[src/rtl/mem_arbiter.sv]
// rtl/mem_arbiter.sv - round-robin fetch/data arbiter and one-cycle access sequencer for the unified memory
module mem_arbiter #(
    parameter logic [31:0] BASE_ADDR = 32'h00400000,
    parameter int          DEPTH     = 64
) (
    input  logic        clk,
    input  logic        rst_n,
    input  logic        if_req,
    input  logic [31:0] if_addr,
    output logic [31:0] if_rdata,
    output logic        if_ack,
    output logic        if_err,
    input  logic        dm_req,
    input  logic        dm_we,
    input  logic [31:0] dm_addr,
    input  logic [31:0] dm_wdata,
    output logic [31:0] dm_rdata,
    output logic        dm_ack,
    output logic        dm_err,
    output logic [31:0] dir,
    output logic [31:0] data_input,
    output logic        mem_rd,
    output logic        mem_wd,
    input  logic [31:0] data_output
);

    typedef enum logic [1:0] {IDLE, ACCESS, RESPOND} state_t;

    localparam logic [32:0] SPAN = 33'(4 * DEPTH);

    state_t      state, state_next;
    logic        last_dm;
    logic        gnt_dm;
    logic        grant_dm;
    logic        we_q;
    logic        err_q;
    logic [31:0] addr_q;
    logic [31:0] wdata_q;
    logic [31:0] addr_off;
    logic        addr_ok;

    // Offset compare is widened so BASE_ADDR + 4*DEPTH cannot wrap.
    assign addr_off = addr_q - BASE_ADDR;
    assign addr_ok  = (addr_q[1:0] == 2'b00) && (addr_q >= BASE_ADDR) && ({1'b0, addr_off} < SPAN);

    always_comb begin
        state_next = state;
        grant_dm   = 1'b0;
        case (state)
            IDLE: begin
                if (if_req && dm_req) grant_dm = ~last_dm;
                else                  grant_dm = dm_req;
                if (if_req || dm_req) state_next = ACCESS;
            end
            ACCESS:  state_next = RESPOND;
            RESPOND: state_next = IDLE;
            default: state_next = IDLE;
        endcase
    end

    // Strobes decode straight from state so an asynchronous reset drops them at once.
    always_comb begin
        mem_rd     = 1'b0;
        mem_wd     = 1'b0;
        dir        = 32'h0;
        data_input = 32'h0;
        if (state == ACCESS && addr_ok) begin
            dir = addr_q;
            if (we_q) begin
                mem_wd     = 1'b1;
                data_input = wdata_q;
            end else begin
                mem_rd = 1'b1;
            end
        end
    end

    assign if_ack = (state == RESPOND) && !gnt_dm;
    assign dm_ack = (state == RESPOND) && gnt_dm;
    assign if_err = if_ack && err_q;
    assign dm_err = dm_ack && err_q;

    always_ff @(posedge clk or negedge rst_n) begin
        if (!rst_n) begin
            state    <= IDLE;
            last_dm  <= 1'b1;
            gnt_dm   <= 1'b0;
            we_q     <= 1'b0;
            err_q    <= 1'b0;
            addr_q   <= 32'h0;
            wdata_q  <= 32'h0;
            if_rdata <= 32'h0;
            dm_rdata <= 32'h0;
        end else begin
            state <= state_next;
            case (state)
                IDLE: begin
                    if (if_req || dm_req) begin
                        gnt_dm  <= grant_dm;
                        addr_q  <= grant_dm ? dm_addr : if_addr;
                        we_q    <= grant_dm & dm_we;
                        wdata_q <= grant_dm ? dm_wdata : 32'h0;
                        err_q   <= 1'b0;
                    end
                end
                ACCESS: begin
                    err_q <= ~addr_ok;
                    if (!addr_ok) begin
                        if (gnt_dm) dm_rdata <= 32'h0;
                        else        if_rdata <= 32'h0;
                    end else if (!we_q) begin
                        if (gnt_dm) dm_rdata <= data_output;
                        else        if_rdata <= data_output;
                    end
                end
                RESPOND: last_dm <= gnt_dm;
                default: ;
            endcase
        end
    end

endmodule
[config.mk]
export PLATFORM = sky130hd
export DESIGN_NAME = mem_arbiter
export DESIGN_NICKNAME = d
export VERILOG_FILES = /design/src/rtl/mem_arbiter.sv
export SDC_FILE = /design/constraint.sdc
export NUM_CORES = 1
export LEC_CHECK = 0
export BUFFER_PORTS_ARGS = -buffer_cell sky130_fd_sc_hd__buf_2
export CORE_MARGIN = 5
export CORE_UTILIZATION = 30
export CTS_CLUSTER_SIZE = 20
export DETAILED_ROUTE_END_ITERATION = 6
export HOLD_SLACK_MARGIN = 0.03
export SETUP_SLACK_MARGIN = 0.15
export SYNTH_ARGS = -nofsm -noshare
export SYNTH_HDL_FRONTEND = slang
export SYNTH_SLANG_ARGS = --single-unit
[constraint.sdc]
create_clock -name clk -period 2.67 [get_ports clk]
set_input_delay 0.534 -clock clk [delete_from_list [all_inputs] [get_ports clk]]
set_output_delay 0.534 -clock clk [all_outputs]
set_load 0.02 [all_outputs]
# Word-level counts from Yosys, hierarchy flattened
# Cells that the tools add are included.
dict set report classes {
  multipliers 0
  div 0
  add_sub_neg 1
  muxes 23
  bitwise 3
  n_shift 0
  n_lt_le_gt_ge 2
  n_reduce_logical 19
  eq_ne 6
}
# op count
set op_table {}
lappend op_table {{$mux W32} 13}
lappend op_table {{$ge A32 B23 Y1 const B} 1}
lappend op_table {{$lt A32 B9 Y1 const B} 1}
lappend op_table {{$sub A32 B23 Y32 const B} 1}
lappend op_table {{$logic_and A1 B1 Y1} 8}
lappend op_table {{$reduce_and A4 Y1} 2}
lappend op_table {{$mux W1} 7}
lappend op_table {{$reduce_bool A2 Y1} 3}
lappend op_table {{$logic_not A2 Y1} 2}
lappend op_table {{$ne A2 B1 Y1 const B} 2}
lappend op_table {{$ne A2 B2 Y1 const B} 2}
lappend op_table {{$pmux W2 S2} 1}
lappend op_table {{$reduce_and A2 Y1} 2}
lappend op_table {{$eq A2 B1 Y1 const B} 1}
lappend op_table {{$eq A2 B2 Y1 const B} 1}
lappend op_table {{$mux W2} 1}
lappend op_table {{$not A1 Y1} 2}
lappend op_table {{$pmux W1 S2} 1}
lappend op_table {{$and A1 B1 Y1} 1}
lappend op_table {{$logic_not A1 Y1} 1}
lappend op_table {{$logic_or A1 B1 Y1} 1}
dict set report word_totals {
  ramBits 0
  out_inout_bits 134
  register_bits 134
  latchBits 0
  rom_bits 0
  n_memories 0
  wordCells 63
  input_bits 133
}

# Longest topological paths before layout
dict set report logic_depth {
  depth_word 5
  depth_mapped 6
  mapped_depth_nobuf 4
}

# Least setup slack after synthesis
# OpenSTA, ideal clock, no wires.
dict set report synth_path {
  kind {register -> output}
  startpoint {register addr_q[20]}
  endpoint {output port dir[2]}
  arrival_ps 2047
  stages_incl_launch_ff 5
  n_path_buf 0
  required_ps 2136
  slack_ps 89
  path_cell_list {dfrtp_1 nor4_4 nand4_4 nor3_1 and2_1}
}
dict set report synth_via {
  elab_chain_cells 5
  word_cells_on_any_way 7
  classes_between {add/sub (1); order compare (2); mux (1); reduce/logical (3)}
}
# element line_no
set synth_lines {}
lappend synth_lines {{start: declaration} 37} ;# logic [31:0] addr_q;
lappend synth_lines {{start signal: assignment} 100} ;# addr_q <= grant_dm ? dm_addr : if_addr;
lappend synth_lines {{$sub A32 B23 Y32 / $ge A32 B23 Y1 (equally long branches)} {43, 44}}
lappend synth_lines {{$lt A32 B9 Y1 / $logic_and A1 B1 Y1 (equally long branches)} 44} ;# assign addr_ok = (addr_q[1:0] == 2'b00) && (addr_q >= BASE_ADDR) && ({1'b0, addr_off} < SPAN);
lappend synth_lines {{$logic_and A1 B1 Y1 (*)} 44}
lappend synth_lines {{$logic_and A1 B1 Y1 (*)} 67} ;# if (state == ACCESS && addr_ok) begin
lappend synth_lines {{$mux W32 (*)} 67}
lappend synth_lines {{end: declaration} 20} ;# output logic [31:0] dir,
# Every way passes the cells marked *; elsewhere a longest branch is shown, timed or not.

# Worst setup path after layout
dict set report layout_path {
  startpoint {register addr_q[9]}
  endpoint {output port data_input[28]}
}
dict set report layout_via {
  elab_chain_cells 5
  word_cells_on_any_way 7
  classes_between {add/sub (1); order compare (2); mux (1); reduce/logical (3)}
}
# element line_no
set layout_lines {}
lappend layout_lines {{$sub A32 B23 Y32 / $ge A32 B23 Y1 (equally long branches)} {43, 44}}
lappend layout_lines {{$lt A32 B9 Y1 / $logic_and A1 B1 Y1 (equally long branches)} 44}
lappend layout_lines {{$logic_and A1 B1 Y1 (*)} 44}
lappend layout_lines {{$logic_and A1 B1 Y1 (*)} 67}
lappend layout_lines {{$mux W32 (*)} 67}
lappend layout_lines {{end: declaration} 21} ;# output logic [31:0] data_input,
# Marked as above.

==> impl_results.md <==
- CP Launch Type: register
- Via-to-Cell Ratio: 4.634
- Share of post-route cells with drive strength above 1: 45.49%
- Height of the die: 150.5 µm
- Post-synthesis register bit count: 134
- DR WL/cell: 16.57 µm
- Static leakage: between 4 and 5 nW
- CTS H-tree lvls: 4
- # setup viols final: 0
- Largest net degree at the start of global routing: 60
- Row count: 51
- CP Capture Type: output port
- Num CTS Buffers: 17
- Cell count after synthesis: 501
- First-pass GRT wire length: 25.30 mm
- Hold slack: 0.1099 ns
- TritonCTS clock tree: done
- Clock transition at the registers of the reported paths: 0.06 ns
- IO Count: around 270
- Fin Clk Skew: about 0.0069 ns
- Final Max Tran Viols: 0
- DPL Wire Length: 11.46 mm
- Port Buf Inserts: 241
- Worst skew pair latency: 0.41 ns
- DR vias: 4,727
- Post-Route WL: 16.90 mm
- Worst Path Max Fanout: 8
- Fill cells: between 1,500 and 2,000
- Post-synthesis sequential area ratio: 56.68%
- Total power: 7.060 mW
- Post-synth EDFFs: 0
- Crit path time final: 2.644 ns
- Die area: approximately 0.023 mm²
- Total global-route track usage: 14.23%
- Critical path class: reg2out
- DR pass1 iterations: 4
- Rel. slew slack: 61.11%
- Final period util: 99.04%
- CP required: ~2.1 ns
- Post-route ant nets: 0
- Layout Area Growth over Synthesis: 40.51%
- Root buffer cell: clkbuf_16
- RSZ-0062 raised after global routing: yes
- Post-layout util: 42.73%
- Setup TNS: 0 ns
- Synth warn: 0
- Async SR Flop Fraction: 100.0%
- Post-synthesis instance area: 0.005918 mm²
- Peak VDD IR: 0.0003609 V
- Syn_area_per_cell: ~12 µm²
- Outcome: completed
- HP Class: in2async
- Final hold violation count: 0
- Area post-placement: 0.007357 mm²
- Power per cell area: roughly 850 mW/mm²
- Initial Util: 30.41%
- Initial antenna violation count: 1
- CP arrival: 2.11 ns
- Library cells used by synthesis: 34
- Core ar.: 0.01946 mm²
- Grt total ovfl: 0
- Fmax: 378.1 MHz
- Max_cap viols: 0
- Worst-case clock buffer depth: 2
- Vias in the first global route: approximately 4,900
- DRC Markers: 0
- First DRT Iteration DRCs: 165
- Final nets: 875
- Die width: 150.5 µm
- TritonCTS Sinks: between 100 and 150
- Primary FF master, synth: dfrtp_1
- Finished Cell Area: 0.008315 mm²
- Least-Margin Pin Slew: 0.5834 ns
- GP Congestion: 0.7425
[worst max-delay path: stages (launching register included)]
cell and delay (ns):
dfrtp_1 0.40, nor4_4 0.32, nand4_4 0.15, nor4_4 0.24, buf_6 0.18, clkbuf_16 0.16
and2_4 0.14, buf_6 0.11
[routing by layer]
metal | wire length [µm] | track usage [%] | up-vias
li1 | - | - | 2258
met1 | 7790 | 19.86 | 2258
met2 | 7685 | 21.82 | 194
met3 | 1259 | 3.853 | 15
met4 | 155 | 3.980 | 2
met5 | 7 | 0 | -
[kinds of logic after synthesis]
family,count (synthesis),synth area share (%)
other cells,1,0.06336
simple gates,128,14.23
mux,1,0.1691
xor+xnor,1,0.1480
compound gates,167,21.73
flops,134,56.68
buf+inv,69,6.977
[cells in the final DEF, fill, tap and decap left out, types with 2 or more instances in the layout]
| cell type | count |
|---|---|
| dfrtp_1 | 133 |
| buf_12 | 4 |
| nand4_4 | 2 |
| bufinv_16 | 2 |
| nor2_1 | 5 |
| nor2b_1 | 31 |
| a22o_1 | 93 |
| conb_1 | 25 |
| buf_8 | 2 |
| clkbuf_16 | 19 |
| a22o_2 | 2 |
| a21o_1 | 2 |
| nor3_2 | 2 |
| and2_1 | 8 |
| clkinv_2 | 6 |
| buf_6 | 35 |
| inv_1 | 5 |
| nand2b_1 | 2 |
| nand2_1 | 34 |
| buf_2 | 206 |
| clkbuf_1 | 3 |
| o21ai_0 | 34 |
| and2_4 | 32 |
| o22ai_1 | 31 |
| nor4_4 | 7 |
| buf_4 | 13 |
[sequential cells by signal, summed over array words and instances (netlist names)]
signal / flops
gnt_dm: 1
state: 2
wdata_q: 32
if_rdata: 32
last_dm: 1
dm_rdata: 32
err_q: 1
we_q: 1
addr_q: 32
[cell usage after synthesis (2+ instances only)]
cell,n,area (µm²)
a21o_1,2,15.01
a22o_1,93,814.5
a22o_2,2,20.02
and2_1,40,250.2
buf_1,3,11.26
buf_2,10,50.05
buf_4,25,187.7
buf_6,6,67.56
clkbuf_1,18,67.56
clkbuf_2,2,10.01
dfrtp_1,133,3328
inv_1,5,18.77
nand2_1,34,127.6
nand2b_1,2,12.51
nand4_4,2,42.54
nor2_1,5,18.77
nor2b_1,31,193.9
nor3_1,3,15.01
nor4_1,2,12.51
nor4_4,6,127.6
o21ai_0,34,170.2
o22ai_1,31,193.9
[power breakdown]
group | switching [mW] | leakage (nW) | internal, mW
combinational | 1.15 | 2.25 | 0.727
clock | 0.847 | 0.276 | 1.39
sequential | 0.398 | 1.78 | 2.55
total | 2.39 | 4.30 | 4.67
[worst paths after layout]
path,start,endpoint,slack (ns),cells past startpoint
hold reg to reg,addr_q[6],addr_q[6],0.48,2
hold / removal,rst_n,if_rdata[14],0.11,1
setup / recovery,addr_q[9],data_input[28],0.03,7
min in group clk,dm_wdata[19],wdata_q[19],0.34,2
max in group asynchronous,rst_n,last_dm,1.86,2
setup reg to reg,addr_q[13],dm_rdata[20],0.60,6
[metrics by stage]
stage / setup slack, ns / instances
floorplan: 0.3250 / 525
global placement: 0.3744 / 984
detailed placement: 0.3071 / 984
CTS: -0.03989 / 1015
global route: -0.08832 / 1019
finish: 0.02552 / 1020
[timing repair]
| item | CTS | global route |
|---|---|---|
| buffers inserted | 0 | 1 |
| gates resized for setup | 61 | 46 |
| pin swaps | 2 | 24 |
| endpoints found under the setup margin | 41 | 41 |
| cloned | 0 | 3 |
| hold buffers | 0 | 0 |
[layout make-up]
| class | instances | area [µm²] | share of cell area (%) |
|---|---|---|---|
| antenna | 1 | 2.502 | 0.03009 |
| clock buffer | 21 | 450.4 | 5.417 |
| clock inverter | 10 | 106.4 | 1.279 |
| inverter | 5 | 18.77 | 0.2257 |
| multi-input combinational | 322 | 2369 | 28.48 |
| sequential | 134 | 3354 | 40.34 |
| tap | 265 | 331.6 | 3.987 |
| timing repair buffer | 262 | 1683 | 20.24 |
Power figures use the tool's default switching activity.
